==> src/rtl/m16_seq_ctrl.sv <==
// Iterative 16x16 multiply sequencer: four 8x8 partial products through one shared
// external multiplier of depth MUL_LAT, accumulated into a 32-bit result.
module m16_seq_ctrl #(
    parameter int MUL_LAT = 1
) (
    input  logic        clk,
    input  logic        rst,
    input  logic        in_valid,
    output logic        in_ready,
    input  logic [15:0] in_a,
    input  logic [15:0] in_b,
    output logic        out_valid,
    input  logic        out_ready,
    output logic [31:0] out_y,
    output logic [7:0]  mul_a,
    output logic [7:0]  mul_b,
    input  logic [15:0] mul_y,
    output logic        busy
);

    // state | meaning
    // IDLE  | waiting for a request, in_ready high
    // RUN   | issuing partial products and accumulating captures
    // DONE  | result held on out_y until the consumer takes it
    typedef enum logic [1:0] {IDLE, RUN, DONE} state_t;

    state_t      state_q, state_d;
    logic [15:0] a_q, a_d, b_q, b_d;
    logic [1:0]  issue_cnt_q, issue_cnt_d, cap_cnt_q, cap_cnt_d;
    logic        issue_vld_q, issue_vld_d;
    logic [1:0]  tag_q, tag_d;
    logic [31:0] acc_q, acc_d, out_y_q, out_y_d;
    logic        out_valid_q, out_valid_d;
    logic [7:0]  mul_a_q, mul_a_d, mul_b_q, mul_b_d;
    logic        busy_q, busy_d, in_ready_q, in_ready_d;
    logic        cap_vld;
    logic [31:0] part;

    // Tag bit marks a freshly issued pair; it is delayed to line up with mul_y.
    always_comb begin
        case (MUL_LAT)
            0:       cap_vld = issue_vld_q;
            1:       cap_vld = tag_q[0];
            default: cap_vld = tag_q[1];
        endcase
    end

    always_comb begin
        case (cap_cnt_q)
            2'd0:    part = {16'h0000, mul_y};
            2'd3:    part = {mul_y, 16'h0000};
            default: part = {8'h00, mul_y, 8'h00};
        endcase
    end

    always_comb begin
        state_d     = state_q;
        a_d         = a_q;
        b_d         = b_q;
        issue_cnt_d = issue_cnt_q;
        cap_cnt_d   = cap_cnt_q;
        issue_vld_d = issue_vld_q;
        tag_d       = {tag_q[0], issue_vld_q};
        acc_d       = acc_q;
        out_y_d     = out_y_q;
        out_valid_d = out_valid_q;
        mul_a_d     = mul_a_q;
        mul_b_d     = mul_b_q;
        case (state_q)
            IDLE: begin
                if (in_valid) begin
                    a_d         = in_a;
                    b_d         = in_b;
                    acc_d       = 32'h0;
                    issue_cnt_d = 2'd0;
                    cap_cnt_d   = 2'd0;
                    issue_vld_d = 1'b1;
                    tag_d       = 2'b00;
                    mul_a_d     = in_a[7:0];
                    mul_b_d     = in_b[7:0];
                    state_d     = RUN;
                end
            end
            RUN: begin
                if (issue_vld_q) begin
                    if (issue_cnt_q == 2'd3) begin
                        issue_vld_d = 1'b0;
                    end else begin
                        issue_cnt_d = issue_cnt_q + 2'd1;
                        case (issue_cnt_q)
                            2'd0: begin
                                mul_a_d = a_q[7:0];
                                mul_b_d = b_q[15:8];
                            end
                            2'd1: begin
                                mul_a_d = a_q[15:8];
                                mul_b_d = b_q[7:0];
                            end
                            default: begin
                                mul_a_d = a_q[15:8];
                                mul_b_d = b_q[15:8];
                            end
                        endcase
                    end
                end
                if (cap_vld) begin
                    acc_d     = acc_q + part;
                    cap_cnt_d = cap_cnt_q + 2'd1;
                    if (cap_cnt_q == 2'd3) begin
                        out_y_d     = acc_q + part;
                        out_valid_d = 1'b1;
                        state_d     = DONE;
                    end
                end
            end
            default: begin
                if (out_ready) begin
                    out_valid_d = 1'b0;
                    state_d     = IDLE;
                end
            end
        endcase
        in_ready_d = (state_d == IDLE);
        busy_d     = (state_d != IDLE);
    end

    always_ff @(posedge clk or posedge rst) begin
        if (rst) begin
            state_q     <= IDLE;
            a_q         <= 16'h0;
            b_q         <= 16'h0;
            issue_cnt_q <= 2'd0;
            cap_cnt_q   <= 2'd0;
            issue_vld_q <= 1'b0;
            tag_q       <= 2'b00;
            acc_q       <= 32'h0;
            out_y_q     <= 32'h0;
            out_valid_q <= 1'b0;
            mul_a_q     <= 8'h0;
            mul_b_q     <= 8'h0;
            busy_q      <= 1'b0;
            in_ready_q  <= 1'b1;
        end else begin
            state_q     <= state_d;
            a_q         <= a_d;
            b_q         <= b_d;
            issue_cnt_q <= issue_cnt_d;
            cap_cnt_q   <= cap_cnt_d;
            issue_vld_q <= issue_vld_d;
            tag_q       <= tag_d;
            acc_q       <= acc_d;
            out_y_q     <= out_y_d;
            out_valid_q <= out_valid_d;
            mul_a_q     <= mul_a_d;
            mul_b_q     <= mul_b_d;
            busy_q      <= busy_d;
            in_ready_q  <= in_ready_d;
        end
    end

    assign in_ready  = in_ready_q;
    assign out_valid = out_valid_q;
    assign out_y     = out_y_q;
    assign mul_a     = mul_a_q;
    assign mul_b     = mul_b_q;
    assign busy      = busy_q;

endmodule
==> config.mk <==
export PLATFORM = sky130hd
export DESIGN_NAME = m16_seq_ctrl
export DESIGN_NICKNAME = d
export VERILOG_FILES = /design/src/rtl/m16_seq_ctrl.sv
export SDC_FILE = /design/constraint.sdc
export NUM_CORES = 1
export LEC_CHECK = 0
export BUFFER_PORTS_ARGS = -buffer_cell sky130_fd_sc_hd__buf_4
export CORE_AREA = 5 5 158 160
export DETAILED_ROUTE_END_ITERATION = 8
export DIE_AREA = 0 0 163 165
export MAX_ROUTING_LAYER = met4
export RECOVER_POWER = 100
export SETUP_SLACK_MARGIN = 0.02
export SYNTH_ARGS = -nofsm -noshare
export SYNTH_HDL_FRONTEND = slang
export SYNTH_SLANG_ARGS = --single-unit
export TNS_END_PERCENT = 50
==> constraint.sdc <==
create_clock -name clk -period 4.7 [get_ports clk]
set_clock_uncertainty 0.2 [all_clocks]
set_input_delay 0.235 -clock clk [delete_from_list [all_inputs] [get_ports clk]]
set_output_delay 0.235 -clock clk [all_outputs]
set_load 0.01 [all_outputs]
==> results.toml <==
[sta]
setup_viol = 0
fin_hold_ws_ns = 0.174
post-route-period-util = 0.870
slew_headroom = -0.467
finalHoldViolCount = 0
worstMarginPinSlew_ns = 2.19
rsz0062_at_grt = "false"
worst_slack_ns = 0.610
fmax_ghz = 0.245
setup_tns_ns = 0
maxSlewViolCount = 213
min_period_ns = 4.09

[worst_setup_path]
reg2reg_from = "cap_cnt_q[0]"
cp.depth = 14
cp.buffers_inverters = 1
slowest_stage = "nor3b_1"
cp.arrival_ns = 4.13
startpoint_type = "register"
cp_max_fo = 9
startpoint = "cap_cnt_q[0]"
crit_family = "simple AND/OR/NAND/NOR gates"
critical_path.max_stage_delay_ns = 0.50
crit_chain = "inv_1 > ha_1 > nor2b_1 > and2_0 > ha_1 > fa_1 > a21o_1 > a31oi_1 > o21ai_2 > nor3b_1 > nor2_1 > o31a_1 > xor2_1 > o21ai_1"
path_common_cell = "ha_1"
r2r_end = "out_y[22]"
end_kind = "register"
worst_r2r_path_depth = 14
critPathCapture = "out_y[22]"
required_ns = 4.74
path_class = "reg2reg"
r2r_slack_ns = 0.61

[die]
die_h_um = 165
fp.dieW_um = 163
boundaryPins = 103
rows = 56
start_util = 0.297
die_area_mm2 = 0.0269
fp.coreArea_mm2 = 0.0233

[power]
cellPowerDensity_mw_per_mm2 = 743
power_mw = 6.41
ir_worst_vdd_uv = 238
power.leakage_nw = 4.04

[layout]
layout.nets = 1014
postLayoutCellArea_mm2 = 0.00862
fin_util = 0.371
syn2layout_area_growth_pct = 24.6
n_antenna_cell = 0
instances_no_fill = 1254
drive_gt1_frac = 0.107

[global_route]
grt_pass1_vias = 6021
track_usage = 0.149
grt_pass1_wl_mm = 31.2
overflow = 0
antenna_found_initial = 0
grt_max_degree = 63

[detailed_routing]
drc = 0
routed_wl_mm = 19.0
ant_nets = 0
wl_per_cell_um = 15.1
avgViaCountPerCell = 4.78
routed.top_layer = "met4"
dr.first_iter.drc_count = 386
vias = 5994
wl_met2_mm = 8.84
met1_length_mm = 8.87
dr.pass1.iters = 5
wl_met3_um = 896

[synthesis]
synthFlopType = "dfrtp_1"
yosysSeqAreaShare = 0.445
synth-async-reset-ratio = 1.00
synth_area_mm2 = 0.00692
ys_types = 52
synth_edf_count = 0
ys_seq_elements = 123
syn_nets = 897
ys_warn_count = 0
syn_avg_cell_area_um2 = 8.60
syn_inst = 805

[placed_design]
place_area_mm2 = 0.00793
dp_slack_ns = 0.797
dp_hpwl_mm = 13.3
numPlacedInstances = 1188
gp_congestion = 0.914
port_buffers = 102

[clock_network]
cts.path.max_buffers = 2
cts_sinks = 123
clk_pin_slew_ns = 0.06
clock-root-buffer = "clkbuf_16"
cts-htree-levels = 4
numCtsBuffers = 17
cts_tree = "done"
clk_latency_ns = 0.43
post_cts_buffers = 0

[status]
status = "complete, but fails checks"
violations = "max-capacitance violations, max-slew violations"

[job]
drv_cap = 5

[min_path]
hold_path.startpoint = "mul_y[0]"
hp-class = "in2reg"
[worst reg2reg max path: cells and delay by family (launching register included)]
family                     cells  cell delay (ns)
AOI/OAI and AO/OA              5             1.04
xor gates and xnor gates       1             0.22
adders and majority gates      3             0.72
buffers and inverters          1             0.06
DFF                            1             0.40
and+or+nand+nor                4             1.30
[synth_stat cells, types with 3 or more instances]
cell type	number	area, µm²
buf_6	4	45.0
xor2_1	13	114
a22o_1	5	43.8
nand2_1	223	837
nor2b_1	9	56.3
o31ai_1	3	22.5
buf_2	4	20.0
a21o_1	17	128
mux2_2	3	33.8
or2_2	4	25.0
nor2_1	36	135
o21bai_1	5	37.5
or3_1	3	18.8
clkbuf_1	32	120
dfrtp_1	122	3050
nand3_1	8	40.0
ha_1	39	488
o21ai_0	99	495
and2_1	19	119
and3_1	3	18.8
inv_1	9	33.8
mux2i_1	17	170
a31oi_1	11	68.8
nor3_1	3	15.0
xnor2_1	17	149
nand2b_1	3	18.8
o21ai_1	10	50.1
a21oi_1	46	230
nand4_1	10	62.6
[worst min-delay path by stage]
stage,endpoint,cells past startpoint
2_1_floorplan,out_valid,1
3_3_place_gp,a_q[15],2
3_5_place_dp,mul_a[7],2
4_1_cts,acc_q[0],4
5_1_grt,acc_q[0],4
6_report,acc_q[0],4
[area by class of cell]
cell class | count | area, µm²
clock inverter | 15 | 151
multi-input combinational | 629 | 3590
timing repair buffer | 142 | 947
tap | 319 | 399
fill | 2474 | 14600
inverter | 9 | 35.0
clock buffer | 17 | 425
sequential | 123 | 3080
[sequential cells by signal, summed over array words and instances, names as in the netlist]
register and cells:
a_q 16, in_ready 1, out_valid 1, mul_a 8
acc_q 32, b_q 16, mul_b 8, issue_vld_q 1
issue_cnt_q 2, busy 1, tag_q 1, cap_cnt_q 2
out_y 32, state_q 2
[power breakdown]
part	internal, mW	total, mW	leakage, nW	switching (mW)
Combinational	1.20	3.27	2.22	2.08
Clock	0.746	1.30	0.275	0.556
Sequential	1.56	1.84	1.54	0.280
Total	3.50	6.41	4.04	2.91
[cells by family (layout without fill, tap and decap cells)]
kind of cell / Yosys count / count (layout) / share of synthesized area
mux: 20 / 20 / 0.0295
fa+ha+maj: 40 / 40 / 0.0734
simple gates: 327 / 327 / 0.202
buf+inv: 53 / 183 / 0.0356
compound gates: 212 / 212 / 0.176
xor+xnor: 30 / 30 / 0.0380
flops: 123 / 123 / 0.445
[repair_timing]
action                                 in CTS  in global routing
gates resized for setup                     0                  0
endpoints found under the hold margin      95                  0
hold buffers                               34                  0
[routing by layer]
layer	global-route usage	up-vias
li1	-	2986
met1	0.193	2834
met2	0.230	145
met3	0.0314	29
met4	0.0557	0
met5	-	-
[layout by cell type (no fill, tap or decap), drive strengths merged, types with 5 or more instances in the layout]
cell type    Yosys  layout
o21ai          110     110
a21oi           46      46
nand4           10      10
a31oi           11      11
buf              8      52
nand3            8       8
ha              39      39
nor2            36      36
a22o             5       5
and2            19      19
o21bai           5       5
a21o            17      17
mux2i           17      17
clkbuf          34      73
nor2b            9       9
xnor2           17      17
dfrtp          122     122
nand2          223     223
xor2            13      13
inv              9      18
dlygate4sd3      0      34
(Power assumes the default switching activity.)
